### src/rtl/obb_integrator_if.sv
// Bundle between one OBB state register and its physics integrator:
// current-state fields and step in, parallel-load bus and status out.
interface obb_integrator_if #(
    parameter int POS_W   = 16,
    parameter int VEL_W   = 12,
    parameter int ANGLE_W = 12,
    parameter int OMEGA_W = 8,
    parameter int SIZE_W  = 8
);
    logic               step;
    logic [POS_W-1:0]   pos_x;
    logic [POS_W-1:0]   pos_y;
    logic [VEL_W-1:0]   vel_x;
    logic [VEL_W-1:0]   vel_y;
    logic [SIZE_W-1:0]  width;
    logic [SIZE_W-1:0]  height;
    logic [ANGLE_W-1:0] angle;
    logic [OMEGA_W-1:0] omega;

    logic [POS_W-1:0]   ld_pos_x;
    logic [POS_W-1:0]   ld_pos_y;
    logic [VEL_W-1:0]   ld_vel_x;
    logic [VEL_W-1:0]   ld_vel_y;
    logic [SIZE_W-1:0]  ld_width;
    logic [SIZE_W-1:0]  ld_height;
    logic [ANGLE_W-1:0] ld_angle;
    logic [OMEGA_W-1:0] ld_omega;
    logic               load;
    logic               busy;
    logic               done;

    modport master (
        output step, pos_x, pos_y, vel_x, vel_y, width, height, angle, omega,
        input  ld_pos_x, ld_pos_y, ld_vel_x, ld_vel_y, ld_width, ld_height,
               ld_angle, ld_omega, load, busy, done
    );

    modport slave (
        input  step, pos_x, pos_y, vel_x, vel_y, width, height, angle, omega,
        output ld_pos_x, ld_pos_y, ld_vel_x, ld_vel_y, ld_width, ld_height,
               ld_angle, ld_omega, load, busy, done
    );
endinterface

### src/rtl/obb_integrator.sv
// One-frame physics step for a single oriented bounding box: gravity,
// position/angle integration, wall clamp with bounce, then a one-cycle load.
//
// state | meaning
// IDLE  | waiting for step; inputs captured on the accepting edge
// INTEG | gravity into vy, velocity into position, omega into angle
// BOUND | per-axis wall clamp and bounce; ld_* registers written
// WRITE | load/done strobe, ld_* hold the new frame
module obb_integrator #(
    parameter int POS_W    = 16,
    parameter int POS_FRAC = 4,
    parameter int VEL_W    = 12,
    parameter int ANGLE_W  = 12,
    parameter int OMEGA_W  = 8,
    parameter int SIZE_W   = 8,
    parameter int GRAVITY  = 2,
    parameter int X_MIN    = 0,
    parameter int X_MAX    = 639,
    parameter int Y_MIN    = 0,
    parameter int Y_MAX    = 479
) (
    input logic            clk,
    input logic            reset,
    obb_integrator_if.slave bus
);
    typedef enum logic [1:0] {IDLE, INTEG, BOUND, WRITE} state_t;

    localparam logic signed [POS_W:0]   X_LO  = (POS_W+1)'(X_MIN * (2 ** POS_FRAC));
    localparam logic signed [POS_W:0]   X_HI  = (POS_W+1)'(X_MAX * (2 ** POS_FRAC));
    localparam logic signed [POS_W:0]   Y_LO  = (POS_W+1)'(Y_MIN * (2 ** POS_FRAC));
    localparam logic signed [POS_W:0]   Y_HI  = (POS_W+1)'(Y_MAX * (2 ** POS_FRAC));
    localparam logic signed [VEL_W-1:0] V_MAX = {1'b0, {(VEL_W-1){1'b1}}};
    localparam logic signed [VEL_W-1:0] V_MIN = {1'b1, {(VEL_W-1){1'b0}}};
    localparam logic signed [VEL_W:0]   GRAV  = (VEL_W+1)'(GRAVITY);

    state_t r_state;
    state_t w_next;
    logic   w_load;
    logic   w_busy;

    logic signed [POS_W:0]   r_px;
    logic signed [POS_W:0]   r_py;
    logic signed [VEL_W-1:0] r_vx;
    logic signed [VEL_W-1:0] r_vy;
    logic [ANGLE_W-1:0]      r_ang;
    logic [OMEGA_W-1:0]      r_om;
    logic [SIZE_W-1:0]       r_w;
    logic [SIZE_W-1:0]       r_h;

    logic [POS_W-1:0]   r_ld_px;
    logic [POS_W-1:0]   r_ld_py;
    logic [VEL_W-1:0]   r_ld_vx;
    logic [VEL_W-1:0]   r_ld_vy;
    logic [SIZE_W-1:0]  r_ld_w;
    logic [SIZE_W-1:0]  r_ld_h;
    logic [ANGLE_W-1:0] r_ld_ang;
    logic [OMEGA_W-1:0] r_ld_om;

    logic signed [VEL_W:0]   w_vy_sum;
    logic signed [VEL_W-1:0] w_vy_sat;
    logic signed [POS_W:0]   w_px_int;
    logic signed [POS_W:0]   w_py_int;
    logic [ANGLE_W-1:0]      w_ang_int;
    logic signed [VEL_W-1:0] w_vx_abs;
    logic signed [VEL_W-1:0] w_vy_abs;
    logic [POS_W-1:0]        w_px_fin;
    logic [POS_W-1:0]        w_py_fin;
    logic signed [VEL_W-1:0] w_vx_fin;
    logic signed [VEL_W-1:0] w_vy_fin;

    // The most negative velocity has no positive twin; it bounces as V_MAX.
    function automatic logic signed [VEL_W-1:0] f_abs(input logic signed [VEL_W-1:0] v);
        if (v == V_MIN)
            return V_MAX;
        else if (v < 0)
            return -v;
        else
            return v;
    endfunction

    always_ff @(posedge clk) begin
        if (reset)
            r_state <= IDLE;
        else
            r_state <= w_next;
    end

    always_comb begin
        w_next = r_state;
        w_load = 1'b0;
        w_busy = 1'b0;
        case (r_state)
            IDLE:  if (bus.step) w_next = INTEG;
            INTEG: begin
                w_busy = 1'b1;
                w_next = BOUND;
            end
            BOUND: begin
                w_busy = 1'b1;
                w_next = WRITE;
            end
            WRITE: begin
                w_busy = 1'b1;
                w_load = 1'b1;
                w_next = IDLE;
            end
            default: w_next = IDLE;
        endcase
    end

    always_comb begin
        w_vy_sum = {r_vy[VEL_W-1], r_vy} + GRAV;
        if (w_vy_sum[VEL_W] != w_vy_sum[VEL_W-1])
            w_vy_sat = w_vy_sum[VEL_W] ? V_MIN : V_MAX;
        else
            w_vy_sat = w_vy_sum[VEL_W-1:0];
        w_px_int  = r_px + {{(POS_W+1-VEL_W){r_vx[VEL_W-1]}}, r_vx};
        w_py_int  = r_py + {{(POS_W+1-VEL_W){w_vy_sat[VEL_W-1]}}, w_vy_sat};
        w_ang_int = r_ang + {{(ANGLE_W-OMEGA_W){r_om[OMEGA_W-1]}}, r_om};
    end

    always_comb begin
        w_vx_abs = f_abs(r_vx);
        w_vy_abs = f_abs(r_vy);
        w_px_fin = r_px[POS_W-1:0];
        w_vx_fin = r_vx;
        w_py_fin = r_py[POS_W-1:0];
        w_vy_fin = r_vy;
        if (r_px < X_LO) begin
            w_px_fin = X_LO[POS_W-1:0];
            w_vx_fin = w_vx_abs;
        end else if (r_px > X_HI) begin
            w_px_fin = X_HI[POS_W-1:0];
            w_vx_fin = -w_vx_abs;
        end
        if (r_py < Y_LO) begin
            w_py_fin = Y_LO[POS_W-1:0];
            w_vy_fin = w_vy_abs;
        end else if (r_py > Y_HI) begin
            w_py_fin = Y_HI[POS_W-1:0];
            w_vy_fin = -w_vy_abs;
        end
    end

    always_ff @(posedge clk) begin
        if (reset) begin
            r_px     <= '0;
            r_py     <= '0;
            r_vx     <= '0;
            r_vy     <= '0;
            r_ang    <= '0;
            r_om     <= '0;
            r_w      <= '0;
            r_h      <= '0;
            r_ld_px  <= '0;
            r_ld_py  <= '0;
            r_ld_vx  <= '0;
            r_ld_vy  <= '0;
            r_ld_w   <= '0;
            r_ld_h   <= '0;
            r_ld_ang <= '0;
            r_ld_om  <= '0;
        end else begin
            case (r_state)
                IDLE: if (bus.step) begin
                    r_px  <= {bus.pos_x[POS_W-1], bus.pos_x};
                    r_py  <= {bus.pos_y[POS_W-1], bus.pos_y};
                    r_vx  <= bus.vel_x;
                    r_vy  <= bus.vel_y;
                    r_ang <= bus.angle;
                    r_om  <= bus.omega;
                    r_w   <= bus.width;
                    r_h   <= bus.height;
                end
                INTEG: begin
                    r_px  <= w_px_int;
                    r_py  <= w_py_int;
                    r_vy  <= w_vy_sat;
                    r_ang <= w_ang_int;
                end
                BOUND: begin
                    r_ld_px  <= w_px_fin;
                    r_ld_py  <= w_py_fin;
                    r_ld_vx  <= w_vx_fin;
                    r_ld_vy  <= w_vy_fin;
                    r_ld_w   <= r_w;
                    r_ld_h   <= r_h;
                    r_ld_ang <= r_ang;
                    r_ld_om  <= r_om;
                end
                default: ;
            endcase
        end
    end

    assign bus.ld_pos_x  = r_ld_px;
    assign bus.ld_pos_y  = r_ld_py;
    assign bus.ld_vel_x  = r_ld_vx;
    assign bus.ld_vel_y  = r_ld_vy;
    assign bus.ld_width  = r_ld_w;
    assign bus.ld_height = r_ld_h;
    assign bus.ld_angle  = r_ld_ang;
    assign bus.ld_omega  = r_ld_om;
    assign bus.load      = w_load;
    assign bus.done      = w_load;
    assign bus.busy      = w_busy;
endmodule
### src/flat_wrapper.sv
// flat-port wrapper written by rule: the top's interface ports become plain ports
module obb_integrator_flat 
#(
    parameter int POS_W    = 16,
    parameter int POS_FRAC = 4,
    parameter int VEL_W    = 12,
    parameter int ANGLE_W  = 12,
    parameter int OMEGA_W  = 8,
    parameter int SIZE_W   = 8,
    parameter int GRAVITY  = 2,
    parameter int X_MIN    = 0,
    parameter int X_MAX    = 639,
    parameter int Y_MIN    = 0,
    parameter int Y_MAX    = 479
)
  (clk, reset, bus_step, bus_pos_x, bus_pos_y, bus_vel_x, bus_vel_y, bus_width, bus_height, bus_angle, bus_omega, bus_ld_pos_x, bus_ld_pos_y, bus_ld_vel_x, bus_ld_vel_y, bus_ld_width, bus_ld_height, bus_ld_angle, bus_ld_omega, bus_load, bus_busy, bus_done);
  obb_integrator_if #(.POS_W(POS_W), .VEL_W(VEL_W), .ANGLE_W(ANGLE_W), .OMEGA_W(OMEGA_W), .SIZE_W(SIZE_W)) bus_i ();
  input logic clk;
  input logic reset;
  input wire logic [$bits(bus_i.step)-1:0] bus_step;
  input wire logic [$bits(bus_i.pos_x)-1:0] bus_pos_x;
  input wire logic [$bits(bus_i.pos_y)-1:0] bus_pos_y;
  input wire logic [$bits(bus_i.vel_x)-1:0] bus_vel_x;
  input wire logic [$bits(bus_i.vel_y)-1:0] bus_vel_y;
  input wire logic [$bits(bus_i.width)-1:0] bus_width;
  input wire logic [$bits(bus_i.height)-1:0] bus_height;
  input wire logic [$bits(bus_i.angle)-1:0] bus_angle;
  input wire logic [$bits(bus_i.omega)-1:0] bus_omega;
  output wire logic [$bits(bus_i.ld_pos_x)-1:0] bus_ld_pos_x;
  output wire logic [$bits(bus_i.ld_pos_y)-1:0] bus_ld_pos_y;
  output wire logic [$bits(bus_i.ld_vel_x)-1:0] bus_ld_vel_x;
  output wire logic [$bits(bus_i.ld_vel_y)-1:0] bus_ld_vel_y;
  output wire logic [$bits(bus_i.ld_width)-1:0] bus_ld_width;
  output wire logic [$bits(bus_i.ld_height)-1:0] bus_ld_height;
  output wire logic [$bits(bus_i.ld_angle)-1:0] bus_ld_angle;
  output wire logic [$bits(bus_i.ld_omega)-1:0] bus_ld_omega;
  output wire logic [$bits(bus_i.load)-1:0] bus_load;
  output wire logic [$bits(bus_i.busy)-1:0] bus_busy;
  output wire logic [$bits(bus_i.done)-1:0] bus_done;
  assign bus_i.step = bus_step;
  assign bus_i.pos_x = bus_pos_x;
  assign bus_i.pos_y = bus_pos_y;
  assign bus_i.vel_x = bus_vel_x;
  assign bus_i.vel_y = bus_vel_y;
  assign bus_i.width = bus_width;
  assign bus_i.height = bus_height;
  assign bus_i.angle = bus_angle;
  assign bus_i.omega = bus_omega;
  assign bus_ld_pos_x = bus_i.ld_pos_x;
  assign bus_ld_pos_y = bus_i.ld_pos_y;
  assign bus_ld_vel_x = bus_i.ld_vel_x;
  assign bus_ld_vel_y = bus_i.ld_vel_y;
  assign bus_ld_width = bus_i.ld_width;
  assign bus_ld_height = bus_i.ld_height;
  assign bus_ld_angle = bus_i.ld_angle;
  assign bus_ld_omega = bus_i.ld_omega;
  assign bus_load = bus_i.load;
  assign bus_busy = bus_i.busy;
  assign bus_done = bus_i.done;
  obb_integrator #(.POS_W(POS_W), .POS_FRAC(POS_FRAC), .VEL_W(VEL_W), .ANGLE_W(ANGLE_W), .OMEGA_W(OMEGA_W), .SIZE_W(SIZE_W), .GRAVITY(GRAVITY), .X_MIN(X_MIN), .X_MAX(X_MAX), .Y_MIN(Y_MIN), .Y_MAX(Y_MAX)) u_core (.clk(clk), .reset(reset), .bus(bus_i));
endmodule
### config.mk
export PLATFORM = sky130hd
export DESIGN_NAME = obb_integrator_flat
export DESIGN_NICKNAME = d
export VERILOG_FILES = /design/src/rtl/obb_integrator_if.sv /design/src/rtl/obb_integrator.sv /design/src/flat_wrapper.sv
export SDC_FILE = /design/constraint.sdc
export NUM_CORES = 1
export LEC_CHECK = 0
export CORE_AREA = 2 2 154 156
export CTS_CLUSTER_SIZE = 8
export DETAILED_ROUTE_END_ITERATION = 8
export DIE_AREA = 0 0 156 158
export HOLD_SLACK_MARGIN = 0.12
export PLACE_DENSITY = 0.84
export SLEW_MARGIN = 15
export SYNTH_ARGS = -nofsm -noshare
export SYNTH_HDL_FRONTEND = slang
export SYNTH_SLANG_ARGS = --single-unit
### constraint.sdc
create_clock -name clk -period 4.2 [get_ports clk]
set_input_delay 0.84 -clock clk [delete_from_list [all_inputs] [get_ports clk]]
set_output_delay 0.84 -clock clk [all_outputs]
set_load 0.1 [all_outputs]
==> impl_metrics.toml <==
[setup_path]
cp-end-kind = "flop"
crit_arrival_ps = 4420
reg2reg_depth = 15
r2r_slack_ps = 150
cp-start-kind = "flop"
r2r-end = "u_core.r_py[10]"
worstPathMaxFanout = 6
path_class = "flop to flop"
cp_data_required_time_ps = 4570
rr_startpoint = "u_core.r_vy[1]"

[sta]
hold_viol = 0
timing.fmax_ghz = 0.247
max-slew-margin-rel_pct = 28.1
finalCritPeriodShare_pct = 96.3
setup_tns_ps = 0
slew_viol_final = 0
period_needed_ps = 4050
finalSetupViolCount = 0
hold_ws_ps = 442
tightest_slew_ps = 1080
finClkSkew_ps = 10.2

[drt]
vias_per_cell = 6.00
drt_iter0_drc = 950
wl_per_cell_um = 18.2
detail_route.wirelength_um = 33100
firstDrtPassIters = 7
drc = 0
ant_nets = 0
vias = 10900

[global_routing]
met3_usage_pct = 6.46
grt_max_degree = 89
grt_util_met1_pct = 33.2
grtUsageTotal_pct = 26.7
grt_pass1_vias = 10400
use_met2_pct = 44.3
grt_antenna_before_repair = 1
grt_remaining_overflow = 0
grt_busiest_layer = "met2"
grt_pass1_wl_um = 52700

[floorplan]
core-area_um2 = 23100
num_io_pins = 190
die_height_um = 158
rows = 56
initial_core_util_pct = 48.2
die_w_um = 156
dieArea_um2 = 24600

[layout]
area_growth_pct = 23.4
nNetsFinal = 1663
seqCellArea_um2 = 3760
fillCellCount = 1968
multi_input_area_um2 = 6780
drive_gt1_share_pct = 6.63
final_util_pct = 59.5
finalNonFillerCells = 1814

[placed_design]
hpwl_um = 23400
io_buffers = 189
dpl.cell_count = 1782
finalWeightedCongestion = 0.934

[pwr]
ir_drop_uv = 478
power_leakage_nw = 5.16
power.density_nw_per_um2 = 830
total_power_mw = 11.4

[yosys]
synth-edff-count = 0
ys.flop_type = "dfxtp_1"
synth_cell_types = 92
postSynthAreaPerCell_um2 = 8.08
yosys_warnings = 0
syn_inst = 1376
ys_ff_latch = 188
postSynth.asyncResetShare_pct = 0
yosysTopAreaCell = "dfxtp_1"
syn_area_um2 = 11100
synth_top_area_share_pct = 33.9
synth_seq_area_share_pct = 33.9
synth_fp_nets = 1528
ys_top_cells_by_area = "dfxtp_1 34%, ha_1 6.1%, nand2_1 5.6%"

[clock_tree]
cts_root_buffer = "clkbuf_16"
htreeDepth = 4
clkSlewWorstSetupHoldPaths_ps = 70
cts_tree = "yes"
cts_sinks = 188
numCtsBuffers = 17
clk-insertion-delay-late_ps = 450
clockBufferDepth = 2

[hold_path]
hp-class = "flop to flop"
hold_depth = 2
holdCritStartpoint = "u_core.bus.ld_pos_y[6]"
hold_end = "u_core.bus.ld_pos_y[6]"

[run]
maxCapViolCount = 0

[status]
outcome = "finished clean"
-- critical path, stage by stage, from the launching register on --
cell	delay [ps]
dfxtp_1	440
ha_1	240
and3_2	220
and3_1	310
nand2_1	130
nor3_2	270
a21oi_1	100
ha_1	250
fa_1	440
a211oi_2	280
o21bai_1	120
a21oi_1	270
nor2_1	70
o311ai_0	430
mux2i_1	270
o2bb2ai_1	130
-- what timing repair did --
action	4_1_cts	5_1_grt
endpoints found under the setup margin	0	5
hold buffers	0	0
gates resized for setup	0	2
setup buffers	0	0
-- report_power, final --
group | switching (mW) | total, mW | leakage, nW | internal [mW]
clock network | 0.789 | 1.71 | 0.298 | 0.920
logic | 4.46 | 6.81 | 3.33 | 2.35
registers | 0.593 | 2.87 | 1.54 | 2.27
total | 5.84 | 11.4 | 5.16 | 5.54
-- sequential cells by signal, summed over array words and instances (netlist names), 16 cells and up --
name                 flops
u_core.r_py             17
u_core.bus.ld_pos_y     16
u_core.r_px             17
u_core.bus.ld_pos_x     16
-- cells by family (layout without fill, tap and decap cells) --
group | count (synthesis) | count (layout) | share of synthesized area, %
AOI/OAI and AO/OA | 386 | 386 | 23.4
and+or+nand+nor | 517 | 517 | 22.1
muxes | 59 | 59 | 5.31
DFF | 188 | 188 | 33.9
other | 0 | 1 | 0
xor gates and xnor gates | 39 | 39 | 3.24
buffers and inverters | 130 | 277 | 5.51
adders and majority gates | 57 | 57 | 6.62
-- how the worst max path moves through the flow --
stage	slack [ps]	from	depth (start not counted)	to
floorplan	160	u_core.r_vy[2]	16	u_core.r_py[16]
global placement	240	u_core.r_vy[1]	15	u_core.r_py[16]
detailed placement	170	u_core.r_vy[1]	15	u_core.r_py[10]
CTS	60	u_core.r_vy[1]	15	u_core.r_py[16]
global route	-60	u_core.r_vy[1]	15	u_core.r_py[16]
finish	150	u_core.r_vy[1]	15	u_core.r_py[10]
-- cell usage in the layout, fill, tap and decap left out, types with 31 or more instances in the layout --
master / synthesis / layout
nor3_1: 45 / 44
mux2i_1: 59 / 59
nor2_1: 163 / 162
a21oi_1: 124 / 124
ha_1: 54 / 52
o21ai_0: 56 / 56
a211oi_1: 50 / 49
dfxtp_1: 188 / 188
nand2_1: 167 / 167
clkdlybuf4s50_1: 0 / 188
inv_1: 31 / 31
-- synthesized netlist by cell type (11+ instances only) --
cell	number
a21o_1	12
nor2_1	163
xor2_1	13
nand4_1	13
o31ai_1	13
ha_1	54
nand3_1	19
mux2i_1	59
clkbuf_1	68
and3_1	11
dfxtp_1	188
inv_1	31
nand2_1	167
xnor2_1	25
a21oi_1	124
nor3_1	45
a211oi_1	50
o21a_1	11
o21ai_0	56
nor4_1	18
a22o_1	12
a31oi_1	17
-- through the flow --
step | instance area [um2] | setup slack [ps]
after floorplan | 11100 | 163
after global placement | 13100 | 243
after detailed placement | 13100 | 167
after CTS | 13700 | 58.0
after global routing | 13700 | -62.8
final | 13700 | 154
-- cell type report --
| class | count | area share [%] |
|---|---|---|
| Timing Repair Buffer | 213 | 15.1 |
| Multi-Input combinational cell | 1058 | 49.4 |
| Inverter | 33 | 0.903 |
| Clock buffer | 18 | 3.20 |
| Tap cell | 290 | 2.65 |
| Sequential cell | 188 | 27.4 |
| Antenna cell | 1 | 0.0182 |
| Clock inverter | 13 | 1.26 |
-- per-layer routing --
metal  wire length [um]  vias to the layer above
met1              13900                     5095
li1                   -                     5271
met3               2840                       81
met4               1140                        0
met2              15200                      440
met5                  0                        -
Note: power is estimated with default switching activity, not from simulation.
==> edit 1 (same flow settings) <==
Re-encode `state_t` (4 states) as one-hot, 4 bits wide.
--- a/src/rtl/obb_integrator.sv
+++ b/src/rtl/obb_integrator.sv
@@ -24,5 +24,5 @@
     obb_integrator_if.slave bus
 );
-    typedef enum logic [1:0] {IDLE, INTEG, BOUND, WRITE} state_t;
+    typedef enum logic [3:0] {IDLE = 4'b0001, INTEG = 4'b0010, BOUND = 4'b0100, WRITE = 4'b1000} state_t;
 
     localparam logic signed [POS_W:0]   X_LO  = (POS_W+1)'(X_MIN * (2 ** POS_FRAC));
Formal check against the unedited RTL: no difference found for any inputs over 4 cycles, from zero or initial values and one cycle with reset high; so few cycles prove little.
==> edit 1 against the unedited design <==
Synthesized area grew 0.43%. Hold slack gained 0.011 ns. Sequential cell count grew 2. Cell area grew 0.16%. Wire length grew 4.1%. Synthesized cell count grew 7.8%. Setup slack gained 0.14 ns.
Power is not compared: it rests on default switching activity, and its combinational part moved more than twofold at a synthesized area within 25%.
==> edit 1: results (changes against the unedited design) <==
| Metric | Value |
|---|---|
| Status | complete, no violations |
| All-Layer GR Usage | 27.8% (+1.1 points) |
| Antenna diodes | 0 (-1) |
| Compound-Gate Fraction of Synth Area | 24.4% (+1.1 points) |
| Non-filler cells, final | 1911 (+5.3%) |
| M1 WL | 15.3 mm (+10%) |
| Placer Congestion | 0.918 (-1.7%) |
| Layout cells sized above 1 | 5.37% (-1.3 points) |
| DP Wirelength | 24.2 mm (+3.3%) |
| Initial antenna violation count | 0 (-1) |
| Synth top cells by count | 273 x nand2_1, 190 x dfxtp_1, 181 x a21oi_1 |
| Via density | 6.00 (-0.11%) |
| Number of global-route vias before repair | 10800 (+4.0%) |
| Post-Syn Instances | 1483 (+7.8%) |
| Sequential-to-total area share from yosys stat | 34.1% (+0.21 points) |
| Metal2 WL | 15.4 mm (+1.3%) |
| Synth cell types | 90 (-2.2%) |
| WP data arrival | 4.21 ns (-0.21 ns) |
| Dominant cells by area after synthesis | dfxtp_1 34%, nand2_1 9.2%, a21oi_1 8.1% |
| Largest net degree at the start of global routing | 97 (+9.0%) |
| Routed length per placed instance | 18.0 um (-1.2%) |
| CP Max Fanout | 7 (+1) |
| Area share of fa/ha/maj cells after synthesis | 6.03% (-0.59 points) |
| Global-route wire length before repair | 55.2 mm (+4.7%) |
| Skew final | 0.0120 ns (+0.00179 ns) |
| Met3 routed WL | 2.97 mm (+4.4%) |
| Drt pass-1 iters | 5 (-2) |
-- edit 1: per-layer routing --
| metal | up-vias | global-route usage, % |
|---|---|---|
| met5 | - | 0 |
| met4 | 0 | 9.31 |
| met3 | 57 | 6.35 |
| met2 | 443 | 44.6 |
| met1 | 5385 | 37.1 |
| li1 | 5572 | - |
-- edit 1: cell families (layout without fill, tap and decap cells) --
group           after synthesis  count (layout)
xor+xnor                     41              41
fa+ha+maj                    52              52
buf+inv                     133             271
simple gates                635             635
flops                       190             190
mux                           7               7
compound gates              425             425
-- edit 1: path summary, 6_finish.rpt --
kind                            cells after the start           start  slack, ns                      end
worst max register to register                     14  u_core.r_vy[1]       0.30          u_core.r_py[13]
worst min register to register                      2   u_core.r_h[7]       0.45  u_core.bus.ld_height[7]
worst min-delay path                                2   u_core.r_h[7]       0.45  u_core.bus.ld_height[7]
worst max-delay path                               14  u_core.r_vy[1]       0.30          u_core.r_py[13]
-- edit 1: stage by stage --
| stage | cell area (um^2) | hold WS, ns | setup WS [ns] | total power, uW |
|---|---|---|---|---|
| after floorplan | 11200 | 0.432 | 0.190 | 2730 |
| after global placement | 13100 | 0.437 | 0.476 | 3010 |
| after detailed placement | 13100 | 0.445 | 0.263 | 3040 |
| after CTS | 13700 | 0.455 | 0.247 | 4700 |
| after global routing | 13700 | 0.472 | 0.0242 | 4900 |
| final | 13700 | 0.452 | 0.296 | 4700 |
-- edit 1: layout make-up --
class	count	area [um^2]
well taps	290	363
clock inverters	12	146
flip-flops and latches	190	3800
multi-input cells	1160	6810
inverters	31	116
clock buffers	20	457
repair buffers	208	2050
fillers	2096	9310
-- edit 1: repair_timing --
| item | 4_1_cts | 5_1_grt |
|---|---|---|
| hold endpoints to repair | 0 | 0 |
| setup endpoints to repair | 0 | 1 |
| gates resized for setup | 0 | 1 |
==> edit 2 (same flow settings) <==
Made on the original files. `SIZE_W` is set to 8 in 3 places; all go to 16.
--- a/src/rtl/obb_integrator_if.sv
+++ b/src/rtl/obb_integrator_if.sv
@@ -6,5 +6,5 @@
     parameter int ANGLE_W = 12,
     parameter int OMEGA_W = 8,
-    parameter int SIZE_W  = 8
+    parameter int SIZE_W  = 16
 );
     logic               step;
--- a/src/rtl/obb_integrator.sv
+++ b/src/rtl/obb_integrator.sv
@@ -13,5 +13,5 @@
     parameter int ANGLE_W  = 12,
     parameter int OMEGA_W  = 8,
-    parameter int SIZE_W   = 8,
+    parameter int SIZE_W   = 16,
     parameter int GRAVITY  = 2,
     parameter int X_MIN    = 0,
--- a/src/flat_wrapper.sv
+++ b/src/flat_wrapper.sv
@@ -7,5 +7,5 @@
     parameter int ANGLE_W  = 12,
     parameter int OMEGA_W  = 8,
-    parameter int SIZE_W   = 8,
+    parameter int SIZE_W   = 16,
     parameter int GRAVITY  = 2,
     parameter int X_MIN    = 0,
Ports: changed (resized bus_height, bus_ld_height, bus_ld_width and bus_width); port bits go from 190 to 222. The function was not compared with the original's and may differ.
==> edit 2 against the unedited design <==
Sequential cell count grew 32. Setup slack better by 0.090 ns. Wire length up 5.1%. Synthesized area up 9.0%. Power is 11% higher. Synthesized cell count is 9.7% higher. Cell area grew 11%. Global-route usage is 0.59 points higher.
==> edit 2: results (changes against the unedited design) <==
| Metric | Value |
|---|---|
| Count of multi-input gates | 1157 (+9.4%) |
| Global-route wire length before repair | 54.9 mm (+4.3%) |
| Area of the multi-input gates | 0.00719 mm^2 (+6.1%) |
| Synth cell types | 75 (-18%) |
| Max Used Layer | met5 |
| Sequential-to-total area share from yosys stat | 36.4% (+2.5 points) |
| Switching part of the total | 49.1% (-2.2 points) |
| Storage cell area | 0.00440 mm^2 (+17%) |
| Register bit count reported by yosys | 220 (+17%) |
| GR Util met1 | 33.8% (+0.56 points) |
| P_sw | 6220 uW (+6.5%) |
| Placer Congestion | 0.896 (-4.1%) |
| M1 WL | 14.1 mm (+1.8%) |
| Met3 usage | 6.79% (+0.33 points) |
| Power Dens Cells | 829 mW/mm^2 (-0.13%) |
| VDD IR max | 0.421 mV (-12%) |
| Critical path required time | 4.67 ns (+0.10 ns) |
| Inst Count DP | 1939 (+8.8%) |
| Least-Margin Pin Slew | 1.19 ns (+0.111 ns) |
| Worst-path clk slew | 0.05 ns (-0.02 ns) |
| Worst slack, placed | 0.135 ns (-0.0314 ns) |
| Critical Path Slowest Stage Cell | a2111oi_1 |
| Number of global-route vias before repair | 11000 (+6.5%) |
| Final core occ | 66.3% (+6.8 points) |
| CTS Buffer Depth | 3 (+1) |
| Layout buffer count excluding clock buffers | 246 (+15%) |
| Post-Syn Instances | 1509 (+9.7%) |
| Synth top cells by count | 224 x nor2_1, 220 x dfxtp_1, 175 x nand2_1 |
| Non-filler cells, final | 1975 (+8.9%) |
| Status | complete, no violations |
| Clk network pwr share | 17.3% (+2.3 points) |
| PortBufs | 221 (+17%) |
| Skew final | 0.0140 ns (+0.00382 ns) |
| H-tree level count | 1 (-3) |
| Worst path max stage delay | 0.47 ns (+0.03 ns) |
| Clk cell area share | 5.35% (+0.89 points) |
| Met3 routed WL | 2.88 mm (+1.5%) |
| Layout cells sized above 1 | 5.76% (-0.87 points) |
## edit 2: path summary, 6_finish.rpt
kind                            slack, ns  cells after the start                      end                     from
worst max-delay path                 0.24                     15          u_core.r_py[16]           u_core.r_vy[2]
worst max register to register       0.24                     15          u_core.r_py[16]           u_core.r_vy[2]
worst min register to register       0.45                      1  u_core.bus.ld_pos_x[14]  u_core.bus.ld_pos_x[14]
worst min-delay path                 0.45                      1  u_core.bus.ld_pos_x[14]  u_core.bus.ld_pos_x[14]
## edit 2: cell families (layout without fill, tap and decap cells)
group / count (synthesis) / after routing / share of synthesized area, %
AO/OA/AOI/OAI: 400 / 400 / 21.3
XOR/XNOR: 50 / 50 / 3.68
adder cells (fa/ha/maj): 57 / 57 / 6.08
buffers and inverters: 132 / 307 / 4.70
flip-flops: 220 / 220 / 36.4
multiplexers: 82 / 82 / 6.85
other: 0 / 1 / 0
AND/OR/NAND/NOR: 568 / 568 / 21.0
